--- src/rtl/spike_rate_decoder.sv ---
// -----------------------------------------------------------------------------
// spike_rate_decoder
// Converts spike trains from the network output into per-neuron spike counts
// over a programmable window. After the window it picks the neuron with the
// highest count. If several neurons share the highest count, the lowest index
// wins.
//
// Optional build macro:
//   SPIKE_DEC_SATURATE_EN
//     - defined:   a counter stops at its maximum value, and the sticky
//                  overflow flag is set for that window.
//     - undefined: counters wrap modulo 2^COUNT_WIDTH, and overflow is tied 0.
//
// Ports:
//   clk          system clock
//   rst          asynchronous reset, active-high
//   start        request a new window; accepted only while busy=0
//   abort        synchronous abort of an active window or scan
//   window_len   window length in cycles, sampled when start is accepted
//   spike_in     one spike bit per observed line per cycle
//   busy         high while counting or scanning
//   done         one-cycle pulse when results are valid
//   counts       packed counters; counter i sits at [i*COUNT_WIDTH +: COUNT_WIDTH]
//   winner_idx   index of the maximum count
//   winner_valid high when the maximum count is non-zero
//   overflow     sticky per window: some counter reached its maximum
// -----------------------------------------------------------------------------
module spike_rate_decoder #(
    parameter int NUM_INPUTS   = 4,
    parameter int COUNT_WIDTH  = 16,
    parameter int WINDOW_WIDTH = 16,
    parameter int IDX_WIDTH    = ($clog2(NUM_INPUTS) > 0) ? $clog2(NUM_INPUTS) : 1
) (
    input  logic                              clk,
    input  logic                              rst,
    input  logic                              start,
    input  logic                              abort,
    input  logic [WINDOW_WIDTH-1:0]           window_len,
    input  logic [NUM_INPUTS-1:0]             spike_in,
    output logic                              busy,
    output logic                              done,
    output logic [NUM_INPUTS*COUNT_WIDTH-1:0] counts,
    output logic [IDX_WIDTH-1:0]              winner_idx,
    output logic                              winner_valid,
    output logic                              overflow
);

    // Scan index runs 0..NUM_INPUTS. The final value is the step that publishes the winner.
    localparam int SCAN_WIDTH = $clog2(NUM_INPUTS + 1);
    localparam logic [SCAN_WIDTH-1:0]  SCAN_LAST = SCAN_WIDTH'(NUM_INPUTS);
    localparam logic [COUNT_WIDTH-1:0] CNT_MAX   = {COUNT_WIDTH{1'b1}};

    localparam logic [1:0] ST_IDLE  = 2'd0;
    localparam logic [1:0] ST_COUNT = 2'd1;
    localparam logic [1:0] ST_SCAN  = 2'd2;

    logic [1:0]              state_r;
    logic [WINDOW_WIDTH-1:0] timer_r;
    logic [COUNT_WIDTH-1:0]  counts_r [NUM_INPUTS];
    logic [SCAN_WIDTH-1:0]   scan_idx_r;
    logic [COUNT_WIDTH-1:0]  max_cnt_r;
    logic [IDX_WIDTH-1:0]    max_idx_r;
    logic [IDX_WIDTH-1:0]    winner_idx_r;
    logic                    winner_valid_r;
    logic                    done_r;
    logic                    busy_r;
    logic                    start_accept_s;
    logic                    count_en_s;
    logic [COUNT_WIDTH-1:0]  scan_cnt_s;

    // Next value of one counter given its current value and this cycle's spike.
    function automatic logic [COUNT_WIDTH-1:0] next_count(
        input logic [COUNT_WIDTH-1:0] cur,
        input logic                   spike
    );
`ifdef SPIKE_DEC_SATURATE_EN
        if (spike && (cur != CNT_MAX)) begin
            next_count = cur + COUNT_WIDTH'(1);
        end else begin
            next_count = cur;
        end
`else
        next_count = cur + COUNT_WIDTH'(spike);
`endif
    endfunction

    // Decode start acceptance, the counting enable, and the counter currently being scanned.
    always_comb begin
        start_accept_s = (state_r == ST_IDLE) && start;
        count_en_s     = (state_r == ST_COUNT) && !abort;
        scan_cnt_s     = '0;
        for (int i = 0; i < NUM_INPUTS; i++) begin
            if (scan_idx_r == SCAN_WIDTH'(i)) begin
                scan_cnt_s = counts_r[i];
            end else begin
                scan_cnt_s = scan_cnt_s;
            end
        end
    end

    // Spike counters: cleared when a start is accepted, advanced while counting.
    // After an abort they keep their partial values.
    always_ff @(posedge clk or posedge rst) begin
        if (rst) begin
            for (int i = 0; i < NUM_INPUTS; i++) counts_r[i] <= '0;
        end else if (start_accept_s) begin
            for (int i = 0; i < NUM_INPUTS; i++) counts_r[i] <= '0;
        end else if (count_en_s) begin
            for (int i = 0; i < NUM_INPUTS; i++) counts_r[i] <= next_count(counts_r[i], spike_in[i]);
        end
    end

`ifdef SPIKE_DEC_SATURATE_EN
    logic                  overflow_r;
    logic [NUM_INPUTS-1:0] hit_max_s;

    // A counter hits its maximum when a spike lands on it at max-1 or at max.
    always_comb begin
        hit_max_s = '0;
        for (int i = 0; i < NUM_INPUTS; i++) begin
            hit_max_s[i] = spike_in[i] && (counts_r[i] >= (CNT_MAX - COUNT_WIDTH'(1)));
        end
    end

    // Sticky overflow flag, cleared when a new window starts.
    always_ff @(posedge clk or posedge rst) begin
        if (rst) begin
            overflow_r <= 1'b0;
        end else if (start_accept_s) begin
            overflow_r <= 1'b0;
        end else if (count_en_s && (|hit_max_s)) begin
            overflow_r <= 1'b1;
        end
    end

    assign overflow = overflow_r;
`else
    assign overflow = 1'b0;
`endif

    // Window sequencer: IDLE -> COUNT (W samples) -> SCAN (one index per cycle plus a publish step) -> IDLE.
    always_ff @(posedge clk or posedge rst) begin
        if (rst) begin
            state_r        <= ST_IDLE;
            timer_r        <= '0;
            scan_idx_r     <= '0;
            max_cnt_r      <= '0;
            max_idx_r      <= '0;
            winner_idx_r   <= '0;
            winner_valid_r <= 1'b0;
            done_r         <= 1'b0;
            busy_r         <= 1'b0;
        end else begin
            done_r <= 1'b0;
            case (state_r)
                ST_IDLE: begin
                    if (start) begin
                        busy_r         <= 1'b1;
                        timer_r        <= window_len;
                        scan_idx_r     <= '0;
                        max_cnt_r      <= '0;
                        max_idx_r      <= '0;
                        winner_idx_r   <= '0;
                        winner_valid_r <= 1'b0;
                        state_r        <= (window_len == '0) ? ST_SCAN : ST_COUNT;
                    end
                end
                ST_COUNT: begin
                    if (abort) begin
                        busy_r         <= 1'b0;
                        winner_valid_r <= 1'b0;
                        state_r        <= ST_IDLE;
                    end else begin
                        timer_r <= timer_r - WINDOW_WIDTH'(1);
                        if (timer_r == WINDOW_WIDTH'(1)) begin
                            state_r <= ST_SCAN;
                        end
                    end
                end
                ST_SCAN: begin
                    if (abort) begin
                        busy_r         <= 1'b0;
                        winner_valid_r <= 1'b0;
                        state_r        <= ST_IDLE;
                    end else if (scan_idx_r == SCAN_LAST) begin
                        winner_idx_r   <= max_idx_r;
                        winner_valid_r <= (max_cnt_r != '0);
                        done_r         <= 1'b1;
                        busy_r         <= 1'b0;
                        state_r        <= ST_IDLE;
                    end else begin
                        // Replace the running maximum only on a strictly greater count, so ties keep the lower index.
                        if (scan_cnt_s > max_cnt_r) begin
                            max_cnt_r <= scan_cnt_s;
                            max_idx_r <= IDX_WIDTH'(scan_idx_r);
                        end
                        scan_idx_r <= scan_idx_r + SCAN_WIDTH'(1);
                    end
                end
                default: begin
                    busy_r  <= 1'b0;
                    state_r <= ST_IDLE;
                end
            endcase
        end
    end

    for (genvar g = 0; g < NUM_INPUTS; g++) begin : g_counts
        assign counts[g*COUNT_WIDTH +: COUNT_WIDTH] = counts_r[g];
    end

    assign busy         = busy_r;
    assign done         = done_r;
    assign winner_idx   = winner_idx_r;
    assign winner_valid = winner_valid_r;

endmodule

--- config.mk ---
export PLATFORM = sky130hd
export DESIGN_NAME = spike_rate_decoder
export DESIGN_NICKNAME = d
export VERILOG_FILES = /design/src/rtl/spike_rate_decoder.sv
export SDC_FILE = /design/constraint.sdc
export NUM_CORES = 1
export LEC_CHECK = 0
export CAP_MARGIN = 20
export CORE_MARGIN = 1.5
export CORE_UTILIZATION = 57
export DETAILED_ROUTE_END_ITERATION = 10
export PLACE_DENSITY = 0.83
export SYNTH_ARGS = -nofsm -noshare
export SYNTH_HDL_FRONTEND = slang
export SYNTH_SLANG_ARGS = --single-unit
export TNS_END_PERCENT = 50
--- constraint.sdc ---
create_clock -name clk -period 10 [get_ports clk]
set_input_delay 1.5 -clock clk [delete_from_list [all_inputs] [get_ports clk]]
set_output_delay 1.5 -clock clk [all_outputs]
set_load 0.02 [all_outputs]
==> flow_results.org, run 1 <==
** STA
- Clock skew on the completed layout was measured at 12.15 ps.
- Hold Vio Cnt, Final :: 0
- Of the available clock period, the critical path in the final layout requires 0.4319.
- Setup repair after global routing missed its margin :: no
- The number of pins with negative max-slew slack in the final report came to 0.
- Relative max-transition margin :: 0.2151
- Minimum period implied by the final worst setup slack :: 4319 ps
- Based on the critical path, the design can be clocked at up to 231.5 MHz.
- Total negative slack :: 0 ps
- For the pin with the worst max-slew slack, the measured transition is 1177 ps.
- Setup violations remaining at the end of the flow were counted as 0.

** Clock network
- After clock tree synthesis, the flow added hold-fix buffers numbering 0.
- Maximum number of buffers from clock root to sink :: 2
- Post-CTS Resized :: 0
- TritonCTS clock tree :: done
- Clock network latency to the later pin of the worst-skew pair :: 380 ps
- Buffer count from post-CTS setup fixing :: 0
- Sink count of the clock tree :: 108
- After clock tree synthesis, the clock-pin slew on the worst setup and hold paths is 100 ps.
- Clock tree synthesis selected as its root buffer the cell clkbuf_8.
- In this run, CTS created clock tree buffers numbering 9.
- The clock tree synthesis step divided the H-tree into 3 levels.

** Worst setup path
- Crit Path Category :: reg -> reg
- The critical path goes through inv_1 -> ha_1 -> nor2b_1 -> a221o_1 -> a32o_1 -> ha_1 -> a21oi_1 -> o21a_1 -> o2bb2ai_1 -> o32ai_2 -> o2bb2ai_1.
- Along the worst path, the maximum fanout reaches 27.
- The slowest stage of the critical path is the o32ai_2 cell.
- Worst path required time :: 10300 ps
- Critical path launch point type :: register
- For this run, the slowest stage of the critical path takes 1020 ps.
- Nature of the critical path endpoint :: register
- Arrival time at the worst endpoint :: 4620 ps

** Yosys
- In this run, distinct cell masters in the synthesized netlist total 54.
- Synthesis produced a netlist with a net count of 741.
- Async S/R FF share, synth :: 1.000
- Of the total synthesized cell area, the portion taken by XOR and XNOR cells is 0.07076.
- Each instance of the synthesized netlist takes up on average 9.202 um^2.
- The synthesized design contains 108 register bits.
- Counting every instance in the synthesized netlist gives 686.
- Mux share of post-synthesis cell area :: 0.003370
- Of the total synthesized cell area, the portion taken by AND, OR, NAND and NOR gates is 0.2220.
- Yosys warning total :: 0
- Counting flops with a built-in enable in the synthesized netlist gives 0.
- Post-synthesis instance area :: 6312 um^2
- The most used flip-flop cell after synthesis is dfrtp_1.
- Sequential share of the synthesized area :: 0.4281
- Of the total synthesized cell area, the portion taken by full adders, half adders and majority gates is 0.06145.
- The compound-gate portion of the synthesized area was 0.1754.
- By area, the combinational part of the netlist is dominated by simple AND/OR/NAND/NOR gates.

** Floorplanning
- Starting density of the core :: 0.5823
- I/O pin total :: 94
- The die covers 11710 um^2.
- Die X :: 108.2 um
- Height of the die :: 108.2 um
- In this run the core area contains 38 standard-cell rows.
- Core Box Area :: 10840 um^2

** Route
- Antenna-violating nets left :: 0
- Mean routed wirelength per cell :: 18.55 um
- Number of iterations in the first detailed-routing pass :: 5
- In the routed design, unresolved DRC markers number 0.
- For this block, the via count after detailed routing is 5684.
- Total Routed Length :: 16720 um
- The first routing iteration left 551 violations.
- Dividing the detail-routed via count by the number of cells gives 6.309.

** Power
- Worst supply voltage drop on vdd :: 0.1979 mV
- The completed layout was analyzed and its total power is 1474 uW.
- Dividing total power by cell area gives a power density of 195.4 nW/um^2.
- Summed over all cells, the static leakage comes to 0.003065 uW.

** Global route
- Global routing finished with a remaining overflow of 0.
- Initial antenna violation count :: 0
- The first global-routing pass estimated 26660 um of wire.
- Entering global routing, the biggest net connects 65 pins.
- For this run, the total global-route usage over all layers was measured as 0.2971.
- The number of global-route vias before repair was 5414.

** Placement
- Detailed placement ended at an HPWL of 12140 um.
- At the end of routability-driven placement, the weighted congestion stood at 0.9495.
- Buffers placed on the I/O ports in this run total 92.

** Run status
- The run finished with clean final reports.

** Hold path
- The path class of the tightest hold or removal check is reg -> reg.

** Flow run
- Across the run, the number of max-cap violations was 0.

** Layout
- The repair_antennas step left the layout with diodes totalling 0.
- Net count of the finished layout :: 811
- Of the cells placed in the final design, the portion with a size suffix greater than 1 is 0.04468.
- From synthesis to final layout, the design area changed by 19.44%.
-- critical path: cells and delay by family (launching register included) --
kind                       cells  cell delay [ps]
AOI/OAI and AO/OA              7             2330
adders and majority gates      2             1060
buffers and inverters          1              130
DFF                            1              430
and+or+nand+nor                1              260
-- cell families (layout without fill, tap and decap cells) --
family	count (synthesis)	in the layout
other	1	1
AO/OA/AOI/OAI	158	158
adder cells (fa/ha/maj)	31	31
XOR/XNOR	51	51
buffers and inverters	62	137
multiplexers	2	2
AND/OR/NAND/NOR	273	273
flip-flops	108	108
-- sequential cells by signal, summed over array words and instances (netlist names) --
name          count
busy              1
timer_r          16
max_cnt_r        16
max_idx_r         2
state_r           2
winner_idx        2
scan_idx_r        3
winner_valid      1
done              1
counts           64
-- power breakdown --
part	switching, uW	internal (uW)	total (uW)
sequential	73.5	492	566
combinational	394	231	625
clock	153	130	283
total	620	854	1470
-- path summary, 6_finish.rpt --
| kind | cells past startpoint | slack, ps | from | endpoint |
|---|---|---|---|---|
| setup / recovery | 11 | 5680 | scan_idx_r[1]$_DFFE_PP0P_ | max_idx_r[1]$_DFFE_PP0P_ |
| hold / removal | 1 | 510 | winner_idx[0]$_DFFE_PP0P_ | winner_idx[0]$_DFFE_PP0P_ |
| setup reg to reg | 11 | 5680 | scan_idx_r[1]$_DFFE_PP0P_ | max_idx_r[1]$_DFFE_PP0P_ |
| hold reg to reg | 1 | 510 | winner_idx[0]$_DFFE_PP0P_ | winner_idx[0]$_DFFE_PP0P_ |
| max in group asynchronous | 3 | 7270 | rst | counts[0]$_DFFE_PP0P_ |
| min in group asynchronous | 2 | 1520 | rst | timer_r[11]$_DFFE_PP0P_ |
-- cells in the mapped netlist, types with 14 or more instances --
library cell	number	share of area
a21oi_1	36	0.029
a32o_1	16	0.025
clkbuf_1	30	0.018
dfrtp_1	108	0.43
ha_1	31	0.061
inv_1	23	0.014
nand2_1	52	0.031
nand2b_1	22	0.022
nand3_1	27	0.021
nand4_1	25	0.025
nor2_1	75	0.045
nor3_1	16	0.013
nor4_1	14	0.014
o21ai_0	40	0.032
o2bb2ai_1	25	0.035
xor2_1	42	0.058
-- area by class of cell --
| type | instances | area, um^2 |
|---|---|---|
| multi-input combinational | 516 | 3373 |
| fill | 842 | 3301 |
| sequential | 108 | 2703 |
| timing repair buffer | 98 | 989.7 |
| tap | 140 | 175.2 |
| clock buffer | 11 | 151.4 |
| inverter | 23 | 88.84 |
| clock inverter | 5 | 58.81 |
-- stage by stage --
| step | util | hold WS, ps | setup WS [ps] | cells | cell area (um^2) |
|---|---|---|---|---|---|
| 6_report | 0.6955 | 508.5 | 5681 | 901 | 7540 |
| 3_5_place_dp | 0.6729 | 493.8 | 5834 | 883 | 7295 |
| 2_1_floorplan | - | 456.5 | 5654 | 686 | 6312 |
| 4_1_cts | 0.6923 | 517.9 | 5816 | 899 | 7505 |
| 3_3_place_gp | 0.6719 | 489.8 | 5897 | 882 | 7283 |
| 5_1_grt | 0.6955 | 529.4 | 5432 | 901 | 7540 |
-- routing by layer --
layer | vias to the layer above | GRT usage | share of wire
met3 | 33 | 0.04340 | 0.074
met4 | 0 | 0.1128 | 0.024
met2 | 275 | 0.5014 | 0.49
met1 | 2755 | 0.3875 | 0.41
met5 | - | 0 | 0
li1 | 2621 | - | -
-- cell usage in the layout (no fill, tap or decap), drive strengths merged, types with 6 or more instances in the layout --
master,n
buf,6
inv,24
o21ai,40
a32o,16
clkdlybuf4s50,92
a21oi,36
xor2,42
nand4,25
nor2,76
clkbuf,11
or3,7
xnor2,9
a22o,11
nand2b,22
o2bb2ai,25
nand3,27
and3,9
nor3,16
ha,31
a221o,6
nand2,52
nor4,16
dfrtp,108
Note: power is estimated with default switching activity, not from simulation.
==> run 2: changes to the inputs <==
--- a/config.mk
+++ b/config.mk
@@ -7,9 +7,9 @@
 export LEC_CHECK = 0
 export CAP_MARGIN = 20
 export CORE_MARGIN = 1.5
-export CORE_UTILIZATION = 57
+export CORE_UTILIZATION = 55
 export DETAILED_ROUTE_END_ITERATION = 10
-export PLACE_DENSITY = 0.83
+export PLACE_DENSITY = 0.81
 export SYNTH_ARGS = -nofsm -noshare
 export SYNTH_HDL_FRONTEND = slang
 export SYNTH_SLANG_ARGS = --single-unit
==> constraint.sdc (replaced) <==
create_clock -name clk -period 4.35 [get_ports clk]
set_input_delay 0.6525 -clock clk [delete_from_list [all_inputs] [get_ports clk]]
set_output_delay 0.6525 -clock clk [all_outputs]
set_load 0.02 [all_outputs]
==> run 2 against run 1 <==
Net effect: register-to-register slack worse by 5100 ps; cell count up 0.89%; die area grew 3.5%; core utilization decreased by 0.17 points; sequential share of layout area decreased by 0.53 points; design area grew 1.5%; clock skew shrank 3.0 ps; sequential power up 130%; combinational power increased by 130%; power rose by 140%; via count is 2.1% higher; non-clock buffer count grew 9; critical path type unchanged; largest cell class unchanged; largest power group unchanged.
==> flow_results.org, run 2 (synthesis results as in run 1) <==
** Run status
- The flow ran to the end, and the final reports show no timing, DRC or antenna violations.

** Clock network
- Clock-pin slew was measured on the worst setup and hold paths at 70 ps.
- Maximum number of buffers from clock root to sink :: 2
- In this run, post-CTS hold repair placed 0 buffers.
- CTS built an H-tree with a depth of 3.
- Buffer cell driving the clock tree root :: clkbuf_16
- The later pin in the worst-skew pair is clocked with a latency of 360 ps.
- Post-CTS Resized :: 0
- The number of setup buffers added after CTS is 0.
- Buffers inserted during clock tree synthesis total 9.
- TritonCTS built the clock tree.
- Sink count of the clock tree :: 108

** Floorplanning
- Die area :: 12130 um^2
- # rows :: 38
- From bottom edge to top edge, the die measures 110.1 um.
- During I/O placement, the number of pins put on the boundary was 94.
- The region available for standard cell placement spans 11030 um^2.
- The initial utilization of the core area, before any placement, comes to 0.5723.
- Die X :: 110.1 um

** Layout
- Leading cell type in the layout, fill and taps excluded :: dfrtp_1
- Most frequent cells in the layout :: dfrtp_1, clkdlybuf4s50_1, nor2_1, nand2_1, xor2_1
- Diodes inserted :: 0
- The final layout contains 820 nets.
- Fraction of layout cells with a size suffix above 1 :: 0.05332
- The register with the most flip-flops in the layout has 64 of them.
- P&R area growth vs syn :: 21.25%
- Post-layout util :: 0.6939

** Route
- Mean routed wirelength per cell :: 19.59 um
- Number of iterations in the first detailed-routing pass :: 5
- Wires add up to 17800 um.
- Antenna-violating nets left :: 0
- In the routed design, unresolved DRC markers number 0.
- The first routing iteration left 475 violations.
- Via density per instance :: 6.382
- Across all layers, the routed design uses 5801 vias.

** Worst setup path
- Worst-path maximum fanout :: 18
- Nature of the critical path endpoint :: register
- Tracing the worst setup path back leads to its startpoint at scan_idx_r[0]$_DFFE_PP0P_.
- Setup slack, reg-to-reg :: 550 ps
- STA classifies the critical path startpoint as a register.
- Crit Path Category :: reg -> reg
- Startpoint of the worst-slack reg-to-reg timing path :: scan_idx_r[0]$_DFFE_PP0P_
- Worst path required time :: 4570 ps
- Arrival time at the worst endpoint :: 4020 ps

** Power
- Net load switching power :: 1450 uW
- Fraction of power consumed by combinational cells :: 0.411
- VDD sags by at most 0.5394 mV.
- Total power after layout :: 3539 uW
- Power spread over the standard cell area amounts to 462.4 nW/um^2.
- Clk pwr share :: 0.221
- Pint :: 2089 uW
- In this run the static leakage power is 0.003136 uW.
- The share of total power dissipated in sequential elements is 0.368.
- Switching portion of total power :: 0.4097

** STA
- The number of pins with negative max-slew slack in the final report came to 0.
- For this run, the top clock speed supported by timing is 262.9 MHz.
- After layout, the minimum clock period comes to 3803 ps.
- In this run the tightest slew margin relative to its limit is 0.2931.
- Of the available clock period, the critical path in the final layout requires 0.8743.
- In the final timing run, aggregate negative setup slack is 0 ps.
- Worst Clk Skew :: 9.124 ps
- For the pin with the worst max-slew slack, the measured transition is 1051 ps.
- Setup repair after global routing missed its margin :: no
- Hold Vio Cnt, Final :: 0
- Setup violations remaining at the end of the flow were counted as 0.

** Placement
- The congestion estimate from routability-driven global placement came to 0.9415.
- Port Buf Inserts :: 92
- Post-detailed-placement half-perimeter wirelength :: 12950 um

** Global route
- First-pass GRT wire length :: 28590 um
- Vias in the first global route :: 5606
- After global routing the overflow that remains totals 0.
- Pin count of the biggest net entering global routing :: 53
- Total Routing Usage GR :: 0.3133
- Initial antenna violation count :: 0

** Hold path
- The startpoint identified for the worst hold timing path is winner_idx[1]$_DFFE_PP0P_.
- In this run the worst hold path is classified as reg -> reg.

** Flow run
- The tool flagged a number of max-cap violations equal to 0.
-- run 2: power groups by stage --
stage               logic, uW  registers (uW)  clock network (uW)
floorplan                1030            1280                   0
global placement         1370            1300                   0
detailed placement       1420            1310                   0
CTS                      1430            1300                 792
global route             1620            1320                 831
finish                   1460            1300                 782
-- run 2: worst paths after layout --
| check | to | depth (start not counted) |
|---|---|---|
| max reg2reg | max_idx_r[1]$_DFFE_PP0P_ | 11 |
| min in group asynchronous | counts[4]$_DFFE_PP0P_ | 2 |
| min | winner_idx[1]$_DFFE_PP0P_ | 1 |
| max in group asynchronous | max_cnt_r[15]$_DFFE_PP0P_ | 3 |
| max | max_idx_r[1]$_DFFE_PP0P_ | 11 |
| min reg2reg | winner_idx[1]$_DFFE_PP0P_ | 1 |
-- run 2: through the flow --
| step | area (um^2) | instances | setup slack [ps] | hold slack [ps] |
|---|---|---|---|---|
| global placement | 7362 | 893 | 788.2 | 496.2 |
| finish | 7654 | 909 | 546.6 | 514.2 |
| floorplan | 6312 | 686 | 851.9 | 456.5 |
| CTS | 7639 | 908 | 557.0 | 516.8 |
| global route | 7654 | 909 | 314.0 | 531.1 |
| detailed placement | 7362 | 893 | 584.7 | 495.5 |
-- run 2: layout make-up --
class                      instances  area, um^2
clock inverter                     4       23.77
tap                              140       175.2
timing repair buffer             107        1041
clock buffer                      11       252.7
multi-input combinational        516        3369
inverter                          23       88.84
sequential                       108        2703
fill                             881        3377
-- run 2: worst max-delay path, stage by stage, from the launching register on --
cell	delay [ps]
dfrtp_1	420
ha_1	190
ha_1	600
nor2_1	90
buf_4	230
a32o_1	310
ha_1	300
nand4_1	190
a2111oi_1	770
o32ai_2	180
buf_4	240
o2bb2ai_1	150
-- run 2: metal layers --
| layer | up-vias | GRT usage | share of wire |
|---|---|---|---|
| li1 | 2657 | - | - |
| met1 | 2839 | 0.3978 | 0.41 |
| met2 | 248 | 0.5155 | 0.49 |
| met3 | 57 | 0.05232 | 0.062 |
| met4 | 0 | 0.1630 | 0.042 |
| met5 | - | 0 | 0 |
==> run 3: changes to the inputs <==
--- a/config.mk
+++ b/config.mk
@@ -10,6 +10,7 @@
 export CORE_UTILIZATION = 55
 export DETAILED_ROUTE_END_ITERATION = 10
 export PLACE_DENSITY = 0.81
+export SETUP_SLACK_MARGIN = 0.5
 export SYNTH_ARGS = -nofsm -noshare
 export SYNTH_HDL_FRONTEND = slang
 export SYNTH_SLANG_ARGS = --single-unit
==> run 3 against run 2 <==
Net effect: first-iteration DRC count increased by 7.2%; non-clock buffer count did not move; via count fell by 0.14%.
==> flow_results.org, run 3 (synthesis results as in run 1) <==
** Clock network
- TritonCTS clock tree :: done
- Sink count of the clock tree :: 108
- Clock network latency to the later pin of the worst-skew pair :: 360 ps
- In this run the deepest clock path goes through 2 buffers.
- The H-tree was split into 3 levels.
- Buffer cell driving the clock tree root :: clkbuf_16
- Buffers inserted during clock tree synthesis total 9.
- Clock-pin slew of the registers on the worst-case setup and hold paths :: 70 ps

** Placement
- At the end of routability-driven placement, the weighted congestion stood at 0.9415.
- Port Buf Inserts :: 92
- Post-detailed-placement half-perimeter wirelength :: 12950 um

** Floorplanning
- Die area :: 12130 um^2
- # rows :: 38
- Starting density of the core :: 0.5723
- The total area inside the core boundary comes to 11030 um^2.
- 94 I/O pins were placed.
- The floorplan step set the die width to 110.1 um.
- The die is 110.1 um tall.

** Power
- Summing internal, switching and leakage power gives 3557 uW.
- In this run the power density over the cells is 464.4 nW/um^2.
- Leak Pwr :: 0.003138 uW
- The worst-case IR drop observed on VDD is 0.5299 mV.

** Run status
- Status :: complete, no violations

** STA
- Worst Clk Skew :: 8.883 ps
- Of the available clock period, the critical path in the final layout requires 0.8165.
- Setup repair after global routing left no endpoint under its margin.
- Highest achievable clock rate :: 281.6 MHz
- The number of pins with negative max-slew slack in the final report is 0.
- Worst-margin pin slew :: 1058 ps
- The number of endpoints with negative hold slack in the final report was 0.
- Relative max-transition margin :: 0.2880
- After routing, the total negative slack on setup checks comes to 0 ps.
- Counting I/O delays and the setup requirement, the final critical path takes 3552 ps.
- Setup violators final :: 0

** Worst setup path
- Most frequent cell on the critical path :: ha_1
- Crit Path Category :: reg -> reg
- Cell at the slowest stage of the critical path :: ha_1
- On the critical path the largest part of the delay comes from compound AO/OA/AOI/OAI gates.
- Worst path required time :: 4570 ps
- Nature of the critical path endpoint :: register
- In this run the worst path has a maximum fanout of 18.
- Number of buffers and inverters on the critical path :: 2
- In this run the register-to-register setup slack is 800 ps.
- STA classifies the critical path startpoint as a register.
- Cells along the critical path :: ha_1 -> ha_1 -> nor2_1 -> buf_4 -> a32o_1 -> ha_1 -> nand4_1 -> a2111oi_2 -> o32ai_2 -> buf_4 -> o2bb2ai_1
- Arrival time at the worst endpoint :: 3780 ps
- In this design, the stage delay of the slowest critical-path cell is 600 ps.

** Global route
- Entering global routing, the biggest net connects 53 pins.
- Total Routing Usage GR :: 0.3133
- The first global-routing pass estimated 28590 um of wire.
- The number of global-route vias before repair is 5606.
- The initial antenna violation count is 0.
- Sum of overflow across all layers after global routing :: 0

** Route
- Antenna-violating nets left :: 0
- For this run, the detailed router's first-pass iteration total came to 5.
- Via density per instance :: 6.373
- The detailed router placed 5793 vias in this run.
- Mean routed wirelength per cell :: 19.65 um
- Total Routed Length :: 17860 um
- After detailed routing, the number of remaining DRC violations is 0.
- Iteration-0 DRC Markers :: 509

** Layout
- The number of antenna diodes in the final layout is 0.
- At the end of the flow, the number of nets in the layout was 820.
- The register with the most flip-flops in the layout has 64 of them.
- P&R area growth vs syn :: 21.33%
- Of the cells placed in the final design, the portion with a size suffix greater than 1 is 0.05462.
- Most frequent cells in the layout :: dfrtp_1, clkdlybuf4s50_1, nor2_1, nand2_1, xor2_1
- Post-layout util :: 0.6943
- The library cell used most frequently in the layout, excluding fill and tap cells, is dfrtp_1.

** Hold path
- Worst min path class :: reg -> reg

** Flow run
- Max-cap violations :: 0
[run 3: cell counts in the layout (fill, tap and decap cells not counted)]
No cell type changed its count.
[run 3: final timing paths]
kind                                      startpoint                        end  cells past startpoint
setup / recovery           scan_idx_r[0]$_DFFE_PP0P_   max_idx_r[1]$_DFFE_PP0P_                     11
hold / removal             winner_idx[1]$_DFFE_PP0P_  winner_idx[1]$_DFFE_PP0P_                      1
setup reg to reg           scan_idx_r[0]$_DFFE_PP0P_   max_idx_r[1]$_DFFE_PP0P_                     11
hold reg to reg            winner_idx[1]$_DFFE_PP0P_  winner_idx[1]$_DFFE_PP0P_                      1
max in group asynchronous                        rst  max_cnt_r[15]$_DFFE_PP0P_                      3
min in group asynchronous                        rst      counts[4]$_DFFE_PP0P_                      2
[run 3: report_power, final]
group	internal [uW]	total [uW]	switching, uW
combinational	552	1470	917
clock	416	785	370
sequential	1130	1300	170
total	2100	3560	1460
[run 3: through the flow]
stage                     cells  cell area [um^2]  hold WS, ps  worst slack [ps]
after floorplan             686              6312        456.5             851.9
after global placement      893              7362        496.2             788.2
after detailed placement    893              7362        495.5             584.7
after CTS                   908              7639        516.8             557.0
after global routing        909              7659        531.1             590.3
final                       909              7659        514.1             798.4
[run 3: worst reg2reg max path, cell delays in order (launching register included)]
cell and delay (ps):
dfrtp_1 420, ha_1 190, ha_1 600, nor2_1 90, buf_4 230, a32o_1 320, ha_1 300, nand4_1 200
a2111oi_2 550, o32ai_2 160, buf_4 220, o2bb2ai_1 150
[run 3: what timing repair did]
action / CTS / global route
hold buffers: 0 / 0
setup endpoints to repair: 0 / 18
buffers inserted: 0 / 0
gates resized for setup: 0 / 1
[run 3: area by class of cell]
type	instances	area, um^2
clock inverters	4	23.77
fillers	879	3372
flip-flops and latches	108	2703
multi-input cells	516	3374
clock buffers	11	252.7
repair buffers	107	1041
well taps	140	175.2
inverters	23	88.84
[run 3: per-layer routing]
metal,track usage,share of wire
met5,0,0
met4,0.1630,0.042
met3,0.05232,0.065
met2,0.5155,0.49
met1,0.3978,0.41
